==> src/rtl/matriz_display_scheduler.sv <==
// Display scheduler for the battleship 5x7 LED matrix: picks blank, board preview
// with blinking cursor, or hit map, and runs the timed hit-flash animation.
module matriz_display_scheduler #(
    parameter int SCAN_DIV    = 50000,
    parameter int BLINK_DIV   = 25,
    parameter int FLASH_COUNT = 3,
    parameter int FLASH_TICKS = 100
) (
    input  logic        clk,
    input  logic        reset,
    input  logic        req_preview,
    input  logic        req_hits,
    input  logic        hit_evt,
    input  logic [34:0] board,
    input  logic [34:0] hits,
    input  logic [2:0]  cursor_col,
    input  logic [2:0]  cursor_line,
    output logic [1:0]  show,
    output logic [6:0]  col1,
    output logic [6:0]  col2,
    output logic [6:0]  col3,
    output logic [6:0]  col4,
    output logic [6:0]  col5,
    output logic [6:0]  colHit1,
    output logic [6:0]  colHit2,
    output logic [6:0]  colHit3,
    output logic [6:0]  colHit4,
    output logic [6:0]  colHit5,
    output logic        scan_tick,
    output logic        flash_active
);

    localparam int PW = $clog2(SCAN_DIV);
    localparam int TW = $clog2(FLASH_TICKS + 1);
    localparam int LW = $clog2(FLASH_COUNT + 1);
    localparam int BW = $clog2(BLINK_DIV + 1);

    typedef enum logic [2:0] {
        S_IDLE,
        S_PREVIEW,
        S_HITS,
        S_FLASH_ON,
        S_FLASH_OFF
    } state_t;

    // ------------------------------------------------------------------
    // Prescaler: the tick register is loaded one count early so that it is
    // high exactly while the counter holds SCAN_DIV-1.
    // ------------------------------------------------------------------
    logic [PW-1:0] pre_reg;
    logic          tick_reg;

    always_ff @(posedge clk) begin
        if (reset) begin
            pre_reg  <= '0;
            tick_reg <= 1'b0;
        end else begin
            if (pre_reg == PW'(SCAN_DIV - 1)) begin
                pre_reg <= '0;
            end else begin
                pre_reg <= pre_reg + PW'(1);
            end
            tick_reg <= (pre_reg == PW'(SCAN_DIV - 2));
        end
    end

    assign scan_tick = tick_reg;

    // ------------------------------------------------------------------
    // State machine and timers
    // ------------------------------------------------------------------
    state_t        state_reg, state_next, req_state;
    logic [TW-1:0] tmr_reg, tmr_next;
    logic [LW-1:0] left_reg, left_next;
    logic [BW-1:0] bcnt_reg, bcnt_next;
    logic          blink_reg, blink_next;

    always_ff @(posedge clk) begin
        if (reset) begin
            state_reg <= S_IDLE;
            tmr_reg   <= '0;
            left_reg  <= '0;
            bcnt_reg  <= '0;
            blink_reg <= 1'b0;
        end else begin
            state_reg <= state_next;
            tmr_reg   <= tmr_next;
            left_reg  <= left_next;
            bcnt_reg  <= bcnt_next;
            blink_reg <= blink_next;
        end
    end

    always_comb begin
        state_next = state_reg;
        tmr_next   = tmr_reg;
        left_next  = left_reg;
        bcnt_next  = bcnt_reg;
        blink_next = blink_reg;

        if (req_preview) begin
            req_state = S_PREVIEW;
        end else if (req_hits) begin
            req_state = S_HITS;
        end else begin
            req_state = S_IDLE;
        end

        if (hit_evt) begin
            state_next = S_FLASH_ON;
            left_next  = LW'(FLASH_COUNT);
            tmr_next   = '0;
        end else begin
            case (state_reg)
                S_FLASH_ON: begin
                    if (tick_reg) begin
                        if (tmr_reg == TW'(FLASH_TICKS - 1)) begin
                            state_next = S_FLASH_OFF;
                            tmr_next   = '0;
                        end else begin
                            tmr_next = tmr_reg + TW'(1);
                        end
                    end
                end
                S_FLASH_OFF: begin
                    if (tick_reg) begin
                        if (tmr_reg == TW'(FLASH_TICKS - 1)) begin
                            tmr_next  = '0;
                            left_next = left_reg - LW'(1);
                            // Last pair finished: fall back to whatever is requested now.
                            if (left_reg == LW'(1)) begin
                                state_next = req_state;
                            end else begin
                                state_next = S_FLASH_ON;
                            end
                        end else begin
                            tmr_next = tmr_reg + TW'(1);
                        end
                    end
                end
                default: begin
                    state_next = req_state;
                end
            endcase
        end

        // Blink restarts dark on every fresh entry and is frozen elsewhere.
        if (state_next == S_PREVIEW) begin
            if (state_reg != S_PREVIEW) begin
                blink_next = 1'b0;
                bcnt_next  = '0;
            end else if (tick_reg) begin
                if (bcnt_reg == BW'(BLINK_DIV - 1)) begin
                    bcnt_next  = '0;
                    blink_next = ~blink_reg;
                end else begin
                    bcnt_next = bcnt_reg + BW'(1);
                end
            end
        end
    end

    // ------------------------------------------------------------------
    // Column words
    // ------------------------------------------------------------------
    logic             cursor_valid;
    logic [4:0][6:0]  preview_cols;

    assign cursor_valid = (cursor_col <= 3'd4) && (cursor_line <= 3'd6);

    generate
        for (genvar gi = 0; gi < 5; gi++) begin : g_cols
            logic cursor_here;
            assign cursor_here      = cursor_valid && (cursor_col == 3'(gi)) && blink_next;
            assign preview_cols[gi] = board[gi*7 +: 7]
                                    ^ (cursor_here ? (7'b0000001 << cursor_line) : 7'b0000000);
        end
    endgenerate

    logic [1:0]       show_reg, show_next;
    logic [4:0][6:0]  col_reg, col_next;
    logic [4:0][6:0]  hit_reg, hit_next;
    logic             fa_reg, fa_next;

    always_comb begin
        show_next = 2'b00;
        col_next  = '0;
        hit_next  = '0;
        fa_next   = 1'b0;
        case (state_next)
            S_PREVIEW: begin
                show_next = 2'b01;
                col_next  = preview_cols;
            end
            S_HITS: begin
                show_next = 2'b10;
                hit_next  = hits;
            end
            S_FLASH_ON: begin
                show_next = 2'b10;
                hit_next  = hits;
                fa_next   = 1'b1;
            end
            S_FLASH_OFF: begin
                show_next = 2'b10;
                fa_next   = 1'b1;
            end
            default: begin
                show_next = 2'b00;
            end
        endcase
    end

    always_ff @(posedge clk) begin
        if (reset) begin
            show_reg <= 2'b00;
            col_reg  <= '0;
            hit_reg  <= '0;
            fa_reg   <= 1'b0;
        end else begin
            show_reg <= show_next;
            col_reg  <= col_next;
            hit_reg  <= hit_next;
            fa_reg   <= fa_next;
        end
    end

    assign show         = show_reg;
    assign flash_active = fa_reg;
    assign col1         = col_reg[0];
    assign col2         = col_reg[1];
    assign col3         = col_reg[2];
    assign col4         = col_reg[3];
    assign col5         = col_reg[4];
    assign colHit1      = hit_reg[0];
    assign colHit2      = hit_reg[1];
    assign colHit3      = hit_reg[2];
    assign colHit4      = hit_reg[3];
    assign colHit5      = hit_reg[4];

endmodule
==> config.mk <==
export PLATFORM = sky130hd
export DESIGN_NAME = matriz_display_scheduler
export DESIGN_NICKNAME = d
export VERILOG_FILES = /design/src/rtl/matriz_display_scheduler.sv
export SDC_FILE = /design/constraint.sdc
export NUM_CORES = 1
export LEC_CHECK = 0
export BUFFER_PORTS_ARGS = -buffer_cell sky130_fd_sc_hd__buf_2
export CAP_MARGIN = 20
export CORE_UTILIZATION = 45
export CTS_CLUSTER_SIZE = 10
export DETAILED_ROUTE_END_ITERATION = 12
export PLACE_DENSITY = 0.82
export SLEW_MARGIN = 40
export SYNTH_ARGS = -nofsm -noshare
export SYNTH_HDL_FRONTEND = slang
export SYNTH_SLANG_ARGS = --single-unit
==> constraint.sdc <==
create_clock -name clk -period 2.44 [get_ports clk]
set_input_delay 0 -clock clk [delete_from_list [all_inputs] [get_ports clk]]
set_output_delay 0 -clock clk [all_outputs]
set_load 0.05 [all_outputs]
==> flow_metrics.tcl, run 1 <==
set metrics [dict create \
    synthesis.nets 540 \
    clock_sinks 108 \
    cts_inserted_buffers 9 \
    status "complete, no violations" \
    io_buffers 154 \
    area_growth_pct 43.11 \
    synth_edf_count 0 \
    cts_tree "built" \
    fin_skew_ns 0.01780 \
    clkSlewWorstSetupHoldPaths_ns 0.11 \
    vias_per_cell 5.031 \
    postCtsSetupRepairBufs 0 \
    synth.distinct_cells 52 \
    final-hold-violation-count 0 \
    antenna_found_initial 0 \
    cts_max_level 3 \
    yosys_warnings 0 \
    yosys_register_bits 108 \
    dpl_cell_area_um2 5258 \
    post_drt_wl_per_cell_um 14.43 \
    die_area_um2 9985 \
    num_vias 4110 \
    cp_data_required_time_ns 2.74 \
    cp.arrival_ns 2.60 \
    synthArstFlopShare_pct 0 \
    placementRows 35 \
    dr.pass1.iters 4 \
    core_um2 9284 \
    drv_slew 0 \
    syn_inst 453 \
    hpwlAfterDp_um 7344 \
    seq_area_um2 2162 \
    die_w_um 99.93 \
    grt_start_max_net_pins 38 \
    leakage_nw 2.665 \
    synth_largest_area_cell "dfxtp_1" \
    setup_viol 0 \
    final_common_cell "buf_2" \
    fin_nets 770 \
    cts-root-buf "clkbuf_8" \
    fmax_ghz 0.4347 \
    postSynthAreaPerCell_um2 9.526 \
    netlist_area_um2 4315 \
    worstReg2RegStart "state_reg[0]" \
    fin_crit_sh_pct 94.27 \
    grt_pass1_wl_um 18640 \
    end_kind "flip-flop" \
    slew-limit-headroom_pct 58.62 \
    final_cell_mix "buf_2 (154), dfxtp_1 (108), dlygate4sd3_1 (71)" \
    multi_input_area_um2 2066 \
    grt_pass1_vias 4230 \
    critical_path_class "reg -> reg" \
    hold_path.class "in -> reg" \
    utilization_pct 66.52 \
    drc_errors 0 \
    rsz0062_at_grt "false" \
    stdcell_count 817 \
    p_per_area_nw_per_um2 560.2 \
    design_area_um2 6176 \
    clockBufferDepth 2 \
    rr_worst_depth 6 \
    largest_reg_flops 16 \
    hp-start "reset" \
    dp_slack_ns 0.1266 \
    ant_nets 0 \
    layout-drive-gt1-share_pct 29.65 \
    r2r_setup_slack_ns 0.14 \
    startpoint_type "flip-flop" \
    synth_flop_cell "dfxtp_1" \
    synth_seq_area_share_pct 50.10 \
    critPathMaxFanout 14 \
    cap_violations 0 \
    hold_path_end "pre_reg[2]" \
    io_pins 155 \
    min_path_cells 2 \
    ys_top_cells_by_area "dfxtp_1 (50%), xor2_1 (6.1%), and2_1 (5.4%)" \
    insertion_delay_ns 0.37 \
    placed_cells 729 \
    yosysTopAreaCellShare_pct 50.10 \
    setup_ws_ns 0.1398 \
    fillCellCount 728 \
    fin_crit_ns 2.300 \
    drt_iter0_drc 128 \
    dieHeight_um 99.93 \
    grt_remaining_overflow 0 \
    r2r-end "col2[0]" \
    drt-total-wl_um 11790 \
    gp_congestion 0.8276 \
    initial_core_util_pct 46.48 \
    ir_worst_vdd_v 0.0003702 \
    diodes 0 \
    grtUsageTotal_pct 23.58 \
    max_slew.worst_pin.slew_ns 0.6207 \
    fin_tns_setup_ns 0 \
]
-- cell usage after synthesis, types with 6 or more instances --
master,instances
inv_1,7
nor3_1,8
o31ai_1,9
nand2_1,17
clkbuf_1,13
nor2_1,60
dfxtp_1,108
ha_1,6
xnor2_1,12
or3_1,11
nand3_1,15
a21oi_1,18
xor2_1,30
or4_1,10
o21ai_0,20
and2_1,37
-- worst max-delay path, cell delays in order (launching register included) --
cell	delay, ns
dfxtp_1	0.35
or3b_4	0.41
or4_1	0.53
nor2_4	0.16
a21oi_4	0.09
or4_1	0.54
a21oi_1	0.16
-- area by class of cell --
type / instances / area share (%)
sequential: 108 / 35.01
multi-input combinational: 319 / 33.45
timing repair buffer: 237 / 25.45
tap: 129 / 2.613
clock buffer: 11 / 2.289
clock inverter: 5 / 0.7091
inverter: 8 / 0.4862
-- stage by stage --
step / power, W / hold slack [ns]
6_report: 0.003460 / 0.02009
4_1_cts: 0.003462 / 0.000007300
3_5_place_dp: 0.002360 / 0.2029
5_1_grt: 0.003596 / 0.02855
3_3_place_gp: 0.002346 / 0.1987
2_1_floorplan: 0.002199 / 0.1001
-- where the power goes --
group	switching (W)	internal, W
logic	0.000352	0.000225
clock network	0.000621	0.000416
registers	0.0000228	0.00182
-- how the worst max path moves through the flow --
stage | start | end | cells after the start
floorplan | scan_tick | col5[6] | 6
global placement | state_reg[2] | col4[3] | 6
detailed placement | tmr_reg[0] | col1[4] | 7
CTS | tmr_reg[0] | col3[3] | 7
global route | bcnt_reg[0] | col2[4] | 8
finish | state_reg[0] | col2[0] | 6
-- layer usage --
metal  up-vias  track usage [%]  wire, um
met3        43            6.128       561
met5         -                0         0
met4         0            12.22       442
met2       135            45.84      6383
li1       2028                -         -
met1      1904            22.61      4399
-- repair_timing --
item / CTS / global route
hold buffers: 71 / 0
endpoints found under the setup margin: 0 / 29
resized for setup: 0 / 4
hold endpoints to repair: 73 / 0
-- cells by family (layout without fill, tap and decap cells) --
logic type / after synthesis / after routing / share of synthesized area, %
simple gates: 198 / 198 / 25.43
flops: 108 / 108 / 50.10
compound gates: 69 / 70 / 10.70
xor+xnor: 42 / 42 / 8.524
buf+inv: 27 / 261 / 2.812
fa+ha+maj: 6 / 6 / 1.740
mux: 3 / 3 / 0.6959
(Power assumes the default switching activity.)
==> run 2, diff against run 1 <==
--- a/config.mk
+++ b/config.mk
@@ -8,8 +8,10 @@
 export BUFFER_PORTS_ARGS = -buffer_cell sky130_fd_sc_hd__buf_2
 export CAP_MARGIN = 20
 export CORE_UTILIZATION = 45
+export CTS_BUF_LIST = sky130_fd_sc_hd__clkbuf_16
 export CTS_CLUSTER_SIZE = 10
 export DETAILED_ROUTE_END_ITERATION = 12
+export MAX_ROUTING_LAYER = met4
 export PLACE_DENSITY = 0.82
 export SLEW_MARGIN = 40
 export SYNTH_ARGS = -nofsm -noshare
==> constraint.sdc (replaced) <==
create_clock -name clk -period 2.3 [get_ports clk]
set_input_delay 0 -clock clk [delete_from_list [all_inputs] [get_ports clk]]
set_output_delay 0 -clock clk [all_outputs]
set_load 0.05 [all_outputs]
==> run 2 against run 1 <==
  * Clock skew fell by 0.0055 ns
  * Core utilization rose by 1.7 points
  * Fmax increased by 2.0%
  * Sequential share of layout area down 0.83 points
  * Sequential cell count unchanged
  * Combinational power is 6.9% higher
  * Global-route usage rose by 0.35 points
  * Hold slack gained 0.023 ns
  * Clock power is 46% higher
  * Routed wire length about the same
  * Largest power group unchanged
  * Die area did not move
==> flow_metrics.tcl, run 2 (synthesized netlist as in run 1, its figures left out) <==
set metrics [dict create \
    clockBufferDepth 2 \
    max_stage_delay_ns 0.50 \
    hold_path.class "in -> reg" \
    area_growth_pct 46.83 \
    final_cell_mix "buf_2 (154), dfxtp_1 (105), dlygate4sd3_1 (71)" \
    cp.arrival_ns 2.45 \
    p_clk_share_pct 37.2 \
    final_common_cell "buf_2" \
    switching_share_pct 26.42 \
    crit_family "simple AND/OR/NAND/NOR gates" \
    multi_input_area_um2 2093 \
    worstReg2RegStart "state_reg[0]" \
    rr_worst_depth 6 \
    critPathMaxFanout 14 \
    fin_nets 773 \
    drc_errors 0 \
    post_drt_wl_per_cell_um 14.40 \
    io_pins 155 \
    cp_data_required_time_ns 2.49 \
    clkSlewWorstSetupHoldPaths_ns 0.07 \
    cts_inserted_buffers 9 \
    timing.hold.ws_ns 0.04331 \
    max_slew.worst_pin.slew_ns 0.6419 \
    cts_max_level 3 \
    fin_skew_ns 0.01232 \
    fin_crit_sh_pct 98.04 \
    stdcell_count 819 \
    ir_worst_vdd_v 0.0003503 \
    vias_per_cell 5.061 \
    die_w_um 99.93 \
    antenna_found_initial 0 \
    largest_reg_flops 16 \
    grt_pass1_vias 4086 \
    dr.pass1.iters 4 \
    num_vias 4145 \
    clock_sinks 108 \
    p_per_area_nw_per_um2 646.7 \
    final-hold-violation-count 0 \
    fillCellCount 686 \
    cts-root-buf "clkbuf_16" \
    cap_violations 0 \
    switching_power_w 0.001083 \
    setup_viol 0 \
    status "complete, no violations" \
    fmax_ghz 0.4435 \
    placementRows 35 \
    cp_num_buf_inv 0 \
    drt-total-wl_um 11790 \
    layout-drive-gt1-share_pct 31.45 \
    setup.worst_path.start "state_reg[0]" \
    fin_crit_ns 2.255 \
    grtUsageTotal_pct 23.93 \
    startpoint_type "flip-flop" \
    dieHeight_um 99.93 \
    drv_slew 0 \
    insertion_delay_ns 0.34 \
    utilization_pct 68.25 \
    gp_congestion 0.7815 \
    core_um2 9284 \
    end_kind "flip-flop" \
    seq_area_um2 2166 \
    cp-endpoint "col2[1]" \
    comb_power_share_pct 15.1 \
    slew-limit-headroom_pct 57.21 \
    r2r_setup_slack_ns 0.05 \
    fin_tns_setup_ns 0 \
    critical_path_class "reg -> reg" \
    critPathSlowestCell "or4_4" \
    io_buffers 154 \
    grt_remaining_overflow 0 \
    path_cells "or3b_4 > or4_4 > nor2_4 > a21oi_4 > o311ai_0 > o41ai_1" \
    hpwlAfterDp_um 7224 \
    placed_cells 730 \
    rsz0062_at_grt "false" \
    r2r-end "col2[1]" \
    drt_iter0_drc 155 \
    grt_pass1_wl_um 18250 \
    p_int_w 0.003015 \
    diodes 0 \
    grt_start_max_net_pins 36 \
    cts_tree "built" \
    initial_core_util_pct 46.48 \
    die_area_um2 9985 \
    leakage_nw 2.735 \
    power_frac_seq_pct 47.8 \
    ant_nets 0 \
    path_depth 6 \
]
run 2: layer usage:
metal	up-vias	global-route usage (%)	part of all wire (%)
met2	153	43.50	53
li1	2029	-	-
met4	0	11.65	3.9
met5	-	-	0
met3	44	5.501	4.8
met1	1919	24.12	38
run 2: worst reg2reg max path: cells and delay by family (launching register included):
kind	cells	cell delay [ns]
AND/OR/NAND/NOR	3	1.04
flip-flops	1	0.34
AO/OA/AOI/OAI	3	0.74
run 2: layout make-up:
cell class	instances	area share, %
Multi-Input combinational cell	319	33.04
Clock buffer	9	3.555
Clock inverter	6	1.047
Inverter	8	0.4739
Timing Repair Buffer	240	25.16
Tap cell	129	2.547
Sequential cell	108	34.18
run 2: timing repair:
item	in CTS	in global routing
hold buffers	71	0
gates resized for setup	3	11
setup endpoints to repair	9	33
buffers inserted	1	1
hold endpoints to repair	73	0
gates cloned	1	0
pin swaps	1	2
run 2: per-stage QoR:
step | setup WS, ns | cell area, um2 | total power, W
finish | 0.04517 | 6336 | 0.004098
global route | 0.0005052 | 6336 | 0.004255
CTS | 0.01853 | 6296 | 0.004102
detailed placement | -0.04769 | 5266 | 0.002507
global placement | 0.03141 | 5259 | 0.002490
floorplan | 0.2028 | 4317 | 0.002333
run 2: power groups by stage:
stage	sequential (W)	combinational [W]	clock, W
final	0.00196	0.000617	0.00152
after global routing	0.00196	0.000655	0.00164
after CTS	0.00196	0.000604	0.00154
after detailed placement	0.00200	0.000508	0
after global placement	0.00200	0.000494	0
after floorplan	0.00219	0.000142	0
run 2: worst min path at each step:
stage                 start      endpoint  slack [ns]  cells past startpoint
floorplan           hit_evt  state_reg[2]        0.10                      1
global placement    hits[2]    colHit1[2]        0.20                      2
detailed placement  hits[7]    colHit2[0]        0.20                      2
CTS                   reset   left_reg[0]        0.04                      2
global route          reset    pre_reg[2]        0.05                      2
finish                reset   bcnt_reg[1]        0.04                      2
==> run 3, diff against run 2 <==
--- a/config.mk
+++ b/config.mk
@@ -7,12 +7,11 @@
 export LEC_CHECK = 0
 export BUFFER_PORTS_ARGS = -buffer_cell sky130_fd_sc_hd__buf_2
 export CAP_MARGIN = 20
-export CORE_UTILIZATION = 45
-export CTS_BUF_LIST = sky130_fd_sc_hd__clkbuf_16
+export CORE_UTILIZATION = 49
 export CTS_CLUSTER_SIZE = 10
 export DETAILED_ROUTE_END_ITERATION = 12
 export MAX_ROUTING_LAYER = met4
-export PLACE_DENSITY = 0.82
+export PLACE_DENSITY = 0.88
 export SLEW_MARGIN = 40
 export SYNTH_ARGS = -nofsm -noshare
 export SYNTH_HDL_FRONTEND = slang
==> run 3 against run 2 <==
  * The flow now finishes with violations (setup timing)
  * Hold slack improved by 0.010 ns
  * Via count increased by 1.8%
  * Routed wire length increased by 5.8%
  * Global-route usage increased by 2.3 points
  * Fmax decreased by 3.3%
  * Worst setup slack got worse by 0.077 ns
  * First-iteration DRC count increased by 41%
  * Die area decreased by 8.0%
  * Count of clock-buffer cells in the layout increased by 2
  * Sequential cell count unchanged
  * Critical path depth increased by 3
  * Final cell count decreased by 2.1%
  * Critical path type unchanged
==> flow_metrics.tcl, run 3 (synthesized netlist as in run 1, its figures left out) <==
set metrics [dict create \
    die_w_um 95.85 \
    drc_errors 0 \
    drv_slew 0 \
    status "finished with violations" \
    fmax_ghz 0.4289 \
    grt.busiest_layer "met2" \
    hold_path_end "state_reg[0]" \
    p_per_area_nw_per_um2 594.7 \
    p_clk_share_pct 30.6 \
    drt_iter0_drc 219 \
    vias_per_cell 5.261 \
    final-hold-violation-count 0 \
    dr.pass1.iters 7 \
    placementRows 33 \
    grt_start_max_net_pins 36 \
    dieHeight_um 95.85 \
    clkSlewWorstSetupHoldPaths_ns 0.10 \
    ant_nets 0 \
    r2r_setup_slack_ns -0.03 \
    insertion_delay_ns 0.36 \
    hp-start "req_preview" \
    drt-total-wl_um 12470 \
    critPathMaxFanout 7 \
    placed_cells 705 \
    setup_viol 2 \
    num_vias 4219 \
    setup_ws_ns -0.03158 \
    max_slew.worst_pin.slew_ns 0.6163 \
    initial_core_util_pct 51.49 \
    io_pins 155 \
    timing.hold.ws_ns 0.05352 \
    grt_remaining_overflow 0 \
    fin_nets 778 \
    switching_share_pct 27.85 \
    use_met1_pct 25.23 \
    grtUsageMet2_pct 49.70 \
    fin_tns_setup_ns -0.03592 \
    worstReg2RegStart "bcnt_reg[1]" \
    io_buffers 154 \
    violations "setup timing" \
    fin_crit_ns 2.332 \
    stdcell_count 802 \
    core_um2 8382 \
    slew-limit-headroom_pct 58.91 \
    grt_pass1_vias 4077 \
    post_drt_wl_per_cell_um 15.55 \
    fin_crit_sh_pct 101.4 \
    layout-drive-gt1-share_pct 32.18 \
    power_frac_seq_pct 52.5 \
    die_area_um2 9186 \
    final_common_cell "buf_2" \
    r2r-end "col3[5]" \
    clockBufferDepth 2 \
    rsz0062_at_grt "true" \
    startpoint_type "flip-flop" \
    switching_power_w 0.001040 \
    grt_use_met3_pct 5.055 \
    end_kind "flip-flop" \
    final_cell_mix "buf_2 (153), dfxtp_1 (102), dlygate4sd3_1 (72)" \
    clock_sinks 108 \
    largest_reg_flops 16 \
    cts_inserted_buffers 9 \
    hpwlAfterDp_um 7306 \
    critical_path_class "reg -> reg" \
    antenna_found_initial 1 \
    cap_violations 0 \
    gp_congestion 0.7986 \
    hold_path.class "in -> reg" \
    cp.arrival_ns 2.58 \
    p_int_w 0.002693 \
    cp_data_required_time_ns 2.55 \
    comb_power_share_pct 17.0 \
    min_path_cells 3 \
    cts-root-buf "clkbuf_8" \
    fin_skew_ns 0.01540 \
    ir_worst_vdd_v 0.0004146 \
    rr_worst_depth 9 \
    leakage_nw 2.715 \
    area_growth_pct 45.46 \
    cts_max_level 3 \
    cts_tree "built" \
    grtUsageTotal_pct 26.21 \
    grt_pass1_wl_um 18020 \
]
==> run 3: layout make-up <==
cell class	count	area, um2
antenna	1	2.502
clock buffer	11	131.4
clock inverter	5	61.31
fill	526	2105
inverter	8	30.03
multi-input combinational	320	2118
sequential	108	2170
tap	105	131.4
timing repair buffer	244	1633
==> run 3: repair_timing <==
item,in CTS,in global routing
pin swaps,0,8
buffers inserted,0,6
endpoints found under the setup margin,9,23
hold endpoints to repair,73,0
gates resized for setup,1,22
gates cloned,0,2
hold buffers,72,0
==> run 3: metal layers <==
metal / share of wire (%) / routed length [um]
met1: 36 / 4516
met2: 55 / 6805
met3: 6.1 / 762
met4: 3.1 / 387
met5: 0 / 0
==> run 3: how the worst max path moves through the flow <==
| stage | slack [ns] | from | to | cells after the start |
|---|---|---|---|---|
| 2_1_floorplan | 0.20 | scan_tick | col5[6] | 6 |
| 3_3_place_gp | 0.03 | state_reg[0] | col2[0] | 6 |
| 3_5_place_dp | -0.01 | state_reg[0] | col2[6] | 6 |
| 4_1_cts | 0.007 | state_reg[0] | col2[6] | 6 |
| 5_1_grt | -0.12 | bcnt_reg[1] | col3[5] | 9 |
| 6_report | -0.03 | bcnt_reg[1] | col3[5] | 9 |
==> run 3: power by group through the flow <==
stage	clock [W]	sequential, W	combinational (W)
2_1_floorplan	0	0.00219	0.000142
3_3_place_gp	0	0.00200	0.000491
3_5_place_dp	0	0.00200	0.000504
4_1_cts	0.00115	0.00196	0.000600
5_1_grt	0.00123	0.00197	0.000670
6_report	0.00114	0.00196	0.000633
==> run 3: metrics by stage <==
step	power (W)	setup slack, ns	util (%)	cell area, um2
2_1_floorplan	0.002333	0.2028	-	4317
3_3_place_gp	0.002488	0.02957	62.29	5221
3_5_place_dp	0.002503	-0.01231	62.38	5229
4_1_cts	0.003707	0.006513	73.31	6145
5_1_grt	0.003866	-0.1190	74.89	6277
6_report	0.003733	-0.03158	74.89	6277
==> run 3: critical path: stages (launching register included) <==
cell and delay [ns]:
dfxtp_1 0.34, inv_1 0.08, ha_1 0.14, nand4_1 0.17, or4_4 0.63, o22ai_1 0.25
buf_4 0.20, o21ai_0 0.17, xor2_1 0.20, nor2_1 0.05
